$ cat config.mk
export PLATFORM = sky130hd
export DESIGN_NAME = canvas_scanner
export DESIGN_NICKNAME = d
export VERILOG_FILES = /design/src/rtl/canvas_scanner.sv
export SDC_FILE = /design/constraint.sdc
export NUM_CORES = 1
export LEC_CHECK = 0
export CAP_MARGIN = 20
export CORE_AREA = 2 2 98 100
export CTS_CLUSTER_SIZE = 10
export DETAILED_ROUTE_END_ITERATION = 12
export DIE_AREA = 0 0 100 102
export REMOVE_ABC_BUFFERS = 1
export SYNTH_ARGS = -nofsm -noshare
export SYNTH_HDL_FRONTEND = slang
export SYNTH_SLANG_ARGS = --single-unit
$ cat constraint.sdc
create_clock -name clk -period 3.05 [get_ports clk]
set_clock_uncertainty 0.2 [all_clocks]
set_input_delay 0.4575 -clock clk [delete_from_list [all_inputs] [get_ports clk]]
set_output_delay 0.4575 -clock clk [all_outputs]
set_load 0.02 [all_outputs]
$ cat src/rtl/canvas_scanner.sv
// ============================================================================
// canvas_scanner : row-major raster read-out of the canvas memory onto a
//                  valid/ready pixel stream with frame/line markers.  Rev 1.0
// ============================================================================
`default_nettype none

module canvas_scanner #(
  parameter int ImageWidth  = 10,
  parameter int ImageHeight = 5,
  parameter int ColorBits   = 3
) (
  input  logic                 clk,
  input  logic                 reset,
  input  logic                 start,
  input  logic                 continuous,
  output logic [8:0]           XRead,
  output logic [7:0]           YRead,
  input  logic [ColorBits-1:0] readValueMemory,
  output logic                 pixel_valid,
  input  logic                 pixel_ready,
  output logic [ColorBits-1:0] pixel_color,
  output logic [8:0]           pixel_x,
  output logic [7:0]           pixel_y,
  output logic                 start_of_frame,
  output logic                 end_of_line,
  output logic                 end_of_frame,
  output logic                 busy,
  output logic                 frame_done
);

  typedef enum logic [1:0] {
    S_IDLE = 2'd0,
    S_READ = 2'd1,
    S_OUT  = 2'd2
  } state_t;

  localparam logic [8:0] XLast = 9'(ImageWidth - 1);
  localparam logic [7:0] YLast = 8'(ImageHeight - 1);

  state_t               state_q, state_d;
  logic [8:0]           x_q, x_d;
  logic [7:0]           y_q, y_d;
  logic [ColorBits-1:0] color_q, color_d;
  logic [8:0]           px_q, px_d;
  logic [7:0]           py_q, py_d;
  logic                 sof_q, sof_d;
  logic                 eol_q, eol_d;
  logic                 eof_q, eof_d;
  logic                 valid_q, valid_d;
  logic                 busy_q, busy_d;
  logic                 done_q, done_d;

  // x_q/y_q only move when entering READ, so they double as the held read address.
  always_comb begin
    state_d = state_q;
    x_d     = x_q;
    y_d     = y_q;
    color_d = color_q;
    px_d    = px_q;
    py_d    = py_q;
    sof_d   = sof_q;
    eol_d   = eol_q;
    eof_d   = eof_q;
    valid_d = valid_q;
    busy_d  = busy_q;
    done_d  = 1'b0;
    case (state_q)
      S_IDLE: begin
        if (start) begin
          x_d     = '0;
          y_d     = '0;
          busy_d  = 1'b1;
          state_d = S_READ;
        end
      end
      S_READ: begin
        color_d = readValueMemory;
        px_d    = x_q;
        py_d    = y_q;
        sof_d   = (x_q == 9'd0) && (y_q == 8'd0);
        eol_d   = (x_q == XLast);
        eof_d   = (x_q == XLast) && (y_q == YLast);
        valid_d = 1'b1;
        state_d = S_OUT;
      end
      S_OUT: begin
        if (pixel_ready) begin
          valid_d = 1'b0;
          if (eof_q) begin
            done_d = 1'b1;
            if (continuous) begin
              x_d     = '0;
              y_d     = '0;
              state_d = S_READ;
            end else begin
              busy_d  = 1'b0;
              state_d = S_IDLE;
            end
          end else begin
            if (x_q == XLast) begin
              x_d = '0;
              y_d = y_q + 8'd1;
            end else begin
              x_d = x_q + 9'd1;
            end
            state_d = S_READ;
          end
        end
      end
      default: begin
        valid_d = 1'b0;
        busy_d  = 1'b0;
        state_d = S_IDLE;
      end
    endcase
  end

  always_ff @(posedge clk or posedge reset) begin
    if (reset) begin
      state_q <= S_IDLE;
      x_q     <= '0;
      y_q     <= '0;
      color_q <= '0;
      px_q    <= '0;
      py_q    <= '0;
      sof_q   <= 1'b0;
      eol_q   <= 1'b0;
      eof_q   <= 1'b0;
      valid_q <= 1'b0;
      busy_q  <= 1'b0;
      done_q  <= 1'b0;
    end else begin
      state_q <= state_d;
      x_q     <= x_d;
      y_q     <= y_d;
      color_q <= color_d;
      px_q    <= px_d;
      py_q    <= py_d;
      sof_q   <= sof_d;
      eol_q   <= eol_d;
      eof_q   <= eof_d;
      valid_q <= valid_d;
      busy_q  <= busy_d;
      done_q  <= done_d;
    end
  end

  assign XRead          = x_q;
  assign YRead          = y_q;
  assign pixel_valid    = valid_q;
  assign pixel_color    = color_q;
  assign pixel_x        = px_q;
  assign pixel_y        = py_q;
  assign start_of_frame = sof_q;
  assign end_of_line    = eol_q;
  assign end_of_frame   = eof_q;
  assign busy           = busy_q;
  assign frame_done     = done_q;

endmodule

`default_nettype wire
Word level (Yosys, flattened, before mapping):

Index checks and enable logic that the tools add are counted.

* flip-flop bits (word level): 45
* bits of input ports: 8
* logic and storage cells: 64

* $add $sub $neg: 2
* bitwise logic cells: 2
* muxes and demuxes: 27
* reductions and logical operators: 11
* equality and inequality tests: 10

Operators by type and width (count)
* 2-to-1 mux 9 bit: 5
* 2-to-1 mux 8 bit: 5
* one-hot mux 9 bit (2 select lines): 1
* one-hot mux 8 bit (2 select lines): 1
* AND reduction 5 bit: 2
* adder 9 x 1 -> 9 bit, second input constant: 1
* == test 9 x 4 -> 1 bit, second input constant: 1
* zero test 9 bit: 1
* 2-to-1 mux 1 bit: 9
* adder 8 x 1 -> 8 bit, second input constant: 1
* == test 8 x 3 -> 1 bit, second input constant: 1
* zero test 8 bit: 1
* != test 2 bit, second input constant: 4
* 2-to-1 mux 2 bit: 3
* != test 3 bit, second input constant: 2
* one-hot mux 1 bit (3 select lines): 2
* one-hot mux 2 bit (3 select lines): 1
* AND reduction 2 bit: 2
* AND reduction 4 bit: 1
* == test 2 x 1 -> 1 bit, second input constant: 1
* == test 2 bit, second input constant: 1
* logical AND 1 bit: 2
* zero test 2 bit: 1
* inverter 1 bit: 2
* nonzero test 2 bit: 1

Logic depth before layout (Yosys ltp):

Gate-level depths: netlist (run 1).

* depth after elaboration: 5
* gate-level depth with buffers: 6

Least setup slack after synthesis (run 1):

No wires, ideal clock.

* path type: register to register
* start: register x_q[1], in the netlist XRead[1]
* end: register x_q[0], in the netlist XRead[0]
* path buffers: 0
* arrival time: 1.797 ns
* stages on the path, launching flop included: 7
* slack: 0.987 ns
* library setup time: 0.066 ns
* path through: dfrtp_1 inv_1 ha_1 and4bb_2 and2_1 nor4_1 mux2_2

* cells in the longest elaborated chain, start to end: 5

RTL lines
* start, declared: line 41 `logic [8:0] x_q, x_d;`
* start signal, assigned: line 121 `x_q <= '0;`
* start signal, assigned: line 134 `x_q <= x_d;`
* == test 9 x 4 -> 1 bit: line 100 `if (x_q == XLast) begin`
* 2-to-1 mux 9 bit: line 100
* 2-to-1 mux 9 bit: line 89 `if (eof_q) begin`
* 2-to-1 mux 9 bit: line 87 `if (pixel_ready) begin`
* one-hot mux 9 bit (2 select lines): line 67 `case (state_q)`

Every way passes these cells. The select of a mux whose other input is x is not followed.
A chain may end at the register's enable or synchronous reset.

Worst setup path in the final report (run 1):

* start: register state_q[0]
* end: register y_q[1], in the netlist YRead[1]

* cells in the longest elaborated chain, start to end: 3

RTL lines
* start, declared: line 40 `state_t state_q, state_d;`
* start signal, assigned: line 133 `state_q <= state_d;`
* == test 2 bit / zero test 2 bit (equally long branches): line 67
* != test 3 bit (no line), or another cell as far along
* AND reduction 5 bit (no line)
* end signal, assigned: line 135 `y_q <= y_d;`
* end, declared: line 42 `logic [7:0] y_q, y_d;`

Several ways; a longest one is shown, not always the timed one.

==> key figures, run 1 <==
Run status
  – Status: complete, no violations

Synth
  – Main combinational cell family by area after synthesis: simple AND/OR/NAND/NOR gates
  – Synth Area in XOR/XNOR: 0%
  – EDFF count, synth: 0
  – Largest cells by area after synthesis: dfrtp_1 51%, mux2_2 9.1%, o21ai_0 2.9%, ha_1 2.8%, mux2i_1 2.2%
  – Syn. warnings: 0
  – Simple-Gate Fraction of Synth Area: 15.7%
  – Most frequent cell after synthesis: dfrtp_1
  – Yosys cell types: 43
  – Synth Area in Compound Gates: 13.7%
  – Adder-cell share of the synthesized area: 2.81%
  – Seq cells post-synth: 45
  – Dominant synthesized flop cell: dfrtp_1
  – Sequential cell area fraction in the yosys report: 50.6%
  – Post-synth top area cell: dfrtp_1
  – Most frequent cells after synthesis: 45 x dfrtp_1, 18 x mux2_2, 13 x o21ai_0, 12 x nand2_1, 9 x inv_1
  – Post-synth ARST share: 100%
  – Top cell type's share of synthesized area: 50.6%
  – Post-Synthesis Cells: 195
  – Synthesized area per cell: 11.4 µm²
  – Post-Synthesis Cell Area: 2220 µm²
  – Mux cell area share after synthesis: 12.7%

CTS
  – Worst-path clk slew: 0.09 ns
  – # H-tree levels: 2
  – Clock Latency Late Sink: 0.30 ns
  – Setup Buffers After CTS: 0
  – Worst-case clock buffer depth: 2
  – Cts bufs inserted: 5
  – # hold bufs at CTS: 0
  – # clock sinks: 45
  – CTS tree: yes
  – Clock root buffer: clkbuf_8
  – Post-cts resize count: 0

Worst setup path
  – Worst R2R End: YRead[1]
  – CP required: 3.03 ns
  – Crit. End Element: flip-flop
  – Max FO, Critical Path: 19
  – CP max stage cell: or3b_1
  – CP arrival: 2.28 ns
  – Reg2Reg Launch Point: state_q[0]
  – R2R Setup Slk: 0.75 ns
  – Worst-path cell chain: or3b_1 > a21oi_4 > nor3_4 > mux2_4
  – Critical path class: reg2reg
  – Biggest cell delay along the critical path: 0.64 ns
  – Worst setup SP type: flip-flop
  – Worst r2r path cells: 4

Power and ir drop
  – P per Cell Area: 702 nW/µm²
  – Leakage: 1.20 nW
  – Total power: 2.04 mW
  – Max VDD drop: 0.230 mV

Final layout
  – NumNets Final: 258
  – Layout cells sized above 1: 14.3%
  – Fin util: 32.0%
  – Number of filler cells placed in the layout: 932
  – Finished Layout Cells: 356
  – Register area: 1130 µm²
  – Area of the multi-input gates: 1000 µm²
  – Fin area: 2910 µm²
  – Antenna cells: 0
  – Area grow syn2layout: 30.9%

Place
  – Final GP Congestion: 0.815
  – DP Wirelength: 3.90 mm
  – Dpl ws: 0.436 ns
  – Area of placed instances: 2830 µm²
  – I/O Buffers: 50
  – Placed cell count: 349

Global routing
  – Met3 Use GR: 2.67%
  – GRT met2 Usage: 18.6%
  – Grt met1 use: 14.5%
  – Initial antenna violation count: 0
  – Vias in the first global route: 1708
  – GRT Overall Usage: 11.4%
  – Largest net degree at the start of global routing: 33
  – Gr ovfl total: 0
  – Busiest layer in global routing: met2
  – First-pass GRT wire length: 9.01 mm

Timing
  – Worst slew pin tran: 0.832 ns
  – RSZ-0062 raised after global routing: false
  – Final Critical Period: 2.30 ns
  – Final-report max-slew violation count: 0
  – Max Freq: 435 MHz
  – Final setup fails: 0
  – Setup WS post-layout: 0.749 ns
  – Final hold violation count: 0
  – Hold Slack: 0.222 ns
  – Setup TNS: 0 ns
  – Rel. slew slack: 44.5%
  – Crit share post-route: 75.4%

Detailed routing
  – Total number of vias: 1748
  – Vias per cell: 4.91
  – Routed length per instance: 15.5 µm
  – Initial DRC Count: 172
  – Routed Wire Length: 5.51 mm
  – Routed Antenna Nets: 0
  – Number of detailed-routing iterations run before antenna repair: 4
  – Residual DRC: 0

Floorplan
  – Die Y-Extent: 102 µm
  – Num ports: 51
  – Row cnt: 35
  – Initial core utilization: 24.4%
  – Die Wd: 100 µm
  – Die area: 10200 µm²
  – Core Area: 9110 µm²

Run
  – Max-cap viol count: 0

Min path
  – Worst min-delay path class: in2async
==> state kept, by name, summed over array words and instances (netlist names), 2 cells and up <==
signal	count
state_q	2
pixel_color	3
YRead	8
pixel_x	9
pixel_y	8
XRead	9
==> report_power, final <==
| part | internal (mW) | switching (mW) |
|---|---|---|
| Combinational | 0.366 | 0.467 |
| Clock | 0.180 | 0.200 |
| Sequential | 0.699 | 0.132 |
| Total | 1.25 | 0.799 |
==> how the worst max path moves through the flow <==
stage	from	to	slack [ns]	depth (start not counted)
floorplan	state_q[0]	start_of_frame	0.88	4
global placement	continuous	YRead[1]	0.50	5
detailed placement	continuous	YRead[1]	0.44	5
CTS	continuous	YRead[1]	0.75	5
global route	XRead[1]	XRead[0]	0.59	6
finish	state_q[0]	YRead[1]	0.75	4
==> layout make-up <==
type,instances,area share (%)
multi-input combinational,130,34.4
tap,111,4.77
clock buffer,7,2.96
inverter,10,1.29
timing repair buffer,53,18.0
sequential,45,38.7
==> placed cells by master (no fill, tap or decap), types with 2 or more instances in the layout <==
cell | synthesis | routed
inv_1 | 9 | 8
and3_1 | 2 | 2
nand3_1 | 7 | 7
a32o_1 | 2 | 2
mux2i_1 | 5 | 5
o21a_1 | 2 | 2
o21bai_1 | 5 | 5
and2_1 | 2 | 2
clkdlybuf4s50_1 | 0 | 50
nand4_1 | 2 | 2
buf_4 | 3 | 3
clkbuf_8 | 0 | 6
mux2_2 | 18 | 18
mux2_4 | 2 | 2
o31ai_1 | 5 | 5
o21ai_0 | 13 | 13
ha_1 | 5 | 5
dfrtp_1 | 45 | 45
o41ai_1 | 3 | 3
a21oi_1 | 7 | 7
nor2_1 | 7 | 7
nor4_1 | 3 | 3
or4b_1 | 3 | 3
nand2b_1 | 2 | 2
or4_1 | 4 | 4
nor3_1 | 5 | 5
nand2_1 | 12 | 12
==> layer usage <==
metal	part of all wire (%)	vias to the layer above	routed length, µm
met5	0	-	0
met2	48	32	2650
met3	3.3	6	180
li1	-	817	-
met4	1.9	0	105
met1	47	893	2570
==> kinds of logic after synthesis <==
| family | Yosys count |
|---|---|
| buf+inv | 20 |
| compound gates | 43 |
| fa+ha+maj | 5 |
| simple gates | 57 |
| flops | 45 |
| mux | 25 |
==> worst max-delay path: cells and delay by family (launching register included) <==
family / cells / cell delay (ns)
AO/OA/AOI/OAI: 1 / 0.28
flip-flops: 1 / 0.62
multiplexers: 1 / 0.34
AND/OR/NAND/NOR: 2 / 0.74
(Power assumes the default switching activity.)
==> inputs of run 2 (changes only) <==
- clock period: 3.05 -> 1.89 ns (I/O delays scaled with it)
==> key figures, run 2 (synthesis gave the netlist of run 1 again) <==
Place
  – DP Wirelength: 3.91 mm (was 3.90 mm)
  – Dpl ws: -0.347 ns (was 0.436 ns)
  – Final GP Congestion: 0.772 (was 0.815)
  – I/O Buffers: 50 (unchanged)

Detailed routing
  – Initial DRC Count: 113 (was 172)
  – Routed Wire Length: 5.88 mm (was 5.51 mm)
  – Routed Antenna Nets: 0 (unchanged)
  – Total number of vias: 1888 (was 1748)
  – Vias per cell: 4.73 (was 4.91)
  – Number of detailed-routing iterations run before antenna repair: 4 (unchanged)
  – Routed length per instance: 14.7 µm (was 15.5 µm)
  – Residual DRC: 0 (unchanged)

Floorplan
  – Row cnt: 35 (unchanged)
  – Die Y-Extent: 102 µm (unchanged)
  – Initial core utilization: 24.4% (unchanged)
  – Die area: 10200 µm² (unchanged)
  – Die Wd: 100 µm (unchanged)
  – Num ports: 51 (unchanged)
  – Core Area: 9110 µm² (unchanged)

CTS
  – # clock sinks: 45 (unchanged)
  – Worst-case clock buffer depth: 2 (unchanged)
  – CTS tree: yes (unchanged)
  – Cts bufs inserted: 5 (unchanged)
  – Clock root buffer: clkbuf_8 (unchanged)
  – Clock Latency Late Sink: 0.30 ns (about the same)
  – # H-tree levels: 2 (unchanged)
  – Worst-path clk slew: 0.08 ns (was 0.09 ns)

Global routing
  – First-pass GRT wire length: 9.26 mm (was 9.01 mm)
  – Vias in the first global route: 1820 (was 1708)
  – Gr ovfl total: 0 (unchanged)
  – Largest net degree at the start of global routing: 46 (was 33)
  – Initial antenna violation count: 0 (unchanged)
  – GRT Overall Usage: 11.6% (was 11.4%)

Final layout
  – NumNets Final: 301 (was 258)
  – Layout cells sized above 1: 35.1% (was 14.3%)
  – Antenna cells: 0 (unchanged)
  – Area of the multi-input gates: 1140 µm² (was 1000 µm²)
  – Most frequent cells in the layout: 44 x dfrtp_1, 36 x buf_4, 31 x clkdlybuf4s50_1 (was 50 x clkdlybuf4s50_1, 45 x dfrtp_1, 18 x mux2_2)
  – Number of filler cells placed in the layout: 878 (was 932)
  – Fin util: 37.7% (was 32.0%)
  – Commonest non-fill, non-tap cell in the layout: dfrtp_1 (was clkdlybuf4s50_1)
  – Area grow syn2layout: 54.2% (was 30.9%)
  – Register area: 1130 µm² (about the same)

Power and ir drop
  – Max VDD drop: 0.352 mV (was 0.230 mV)
  – P per Cell Area: 1110 nW/µm² (was 702 nW/µm²)
  – Leakage: 1.61 nW (was 1.20 nW)

Worst setup path
  – CP required: 1.88 ns (was 3.03 ns)
  – CP arrival: 1.88 ns (was 2.28 ns)
  – Crit. End Element: flip-flop (unchanged)
  – R2R Setup Slk: 0.01 ns (was 0.75 ns)
  – Worst setup SP type: input pin (was flip-flop)
  – Max FO, Critical Path: 5 (was 19)
  – Critical path class: in2reg (was reg2reg)

Run
  – Max-cap viol count: 0 (unchanged)

Timing
  – Worst slew pin tran: 0.378 ns (was 0.832 ns)
  – Setup TNS: -0.00331 ns (was 0 ns)
  – Final-report max-slew violation count: 0 (unchanged)
  – Max Freq: 528 MHz
  – Final Critical Period: 1.89 ns
  – Final setup fails: 2 (was 0)
  – Hold Slack: 0.134 ns (was 0.222 ns)
  – RSZ-0062 raised after global routing: true (was false)
  – Final hold violation count: 0 (unchanged)
  – Setup WS post-layout: -0.00235 ns (was 0.749 ns)
  – Rel. slew slack: 74.8% (was 44.5%)
  – Crit share post-route: 100%

Run status
  – Failing checks: negative setup slack
  – Status: complete, but fails checks (was complete, no violations)

Min path
  – Worst min-delay path class: in2async (unchanged)
==> run 2: cell count changes in the layout (fill, tap and decap cells not counted), moves of 3 or more <==
cell,previous run,this run
buf_4,3,36
clkdlybuf4s50_1,50,31
dlygate4sd2_1,0,13
buf_6,0,6
dlymetal6s2s_1,0,6
buf_12,0,3
inv_1,8,5
inv_2,1,4
nor3_1,5,2
nor4_1,3,0
==> run 2: through the flow <==
step / power (mW) / area, µm² / instances
3_3_place_gp: 2.94 / 3080 / 380
3_5_place_dp: 2.97 / 3080 / 380
4_1_cts: 3.64 / 3200 / 388
5_1_grt: 4.05 / 3430 / 399
2_1_floorplan: 2.15 / 2160 / 185
6_report: 3.81 / 3430 / 399
==> run 2: area by class of cell <==
| class | instances | area share [%] |
|---|---|---|
| multi-input combinational | 131 | 33.2 |
| timing repair buffer | 95 | 26.2 |
| inverter | 10 | 1.20 |
| clock buffer | 7 | 2.52 |
| sequential | 45 | 32.9 |
| tap | 111 | 4.05 |
==> run 2: worst max-delay path: stages <==
cell and delay [ns]:
clkdlybuf4s50_1 0.47, nand2b_4 0.16, a31oi_4 0.17, buf_4 0.20, nor3_4 0.27, mux2_4 0.33
==> run 2: repair_timing <==
action | 4_1_cts | 5_1_grt
cloned | 0 | 1
setup buffers | 1 | 10
hold buffers | 0 | 0
resized for setup | 17 | 36
setup endpoints to repair | 19 | 23
pin swaps | 1 | 5
==> run 2: worst paths after layout <==
kind,start,endpoint,depth (start not counted)
max,continuous,YRead[0],6
max in group asynchronous,reset,end_of_frame,3
max reg2reg,YRead[0],start_of_frame,7
min in group clk,pixel_ready,frame_done,4
min,reset,pixel_color[2],3
min reg2reg,pixel_x[0],pixel_x[0],2
==> run 2: metal layers <==
layer | up-vias | routed length [µm] | track usage [%]
met3 | 9 | 268 | 2.80
met4 | 0 | 132 | 5.90
met5 | - | 0 | 0
met1 | 930 | 2650 | 14.6
met2 | 46 | 2830 | 18.8
li1 | 903 | - | -
==> run 2: where the power goes <==
group | internal (mW) | switching [mW] | leakage [nW] | total (mW)
Combinational | 0.928 | 1.04 | 0.964 | 1.96
Sequential | 1.13 | 0.101 | 0.605 | 1.23
Clock | 0.291 | 0.322 | 0.0443 | 0.612
Total | 2.35 | 1.46 | 1.61 | 3.81
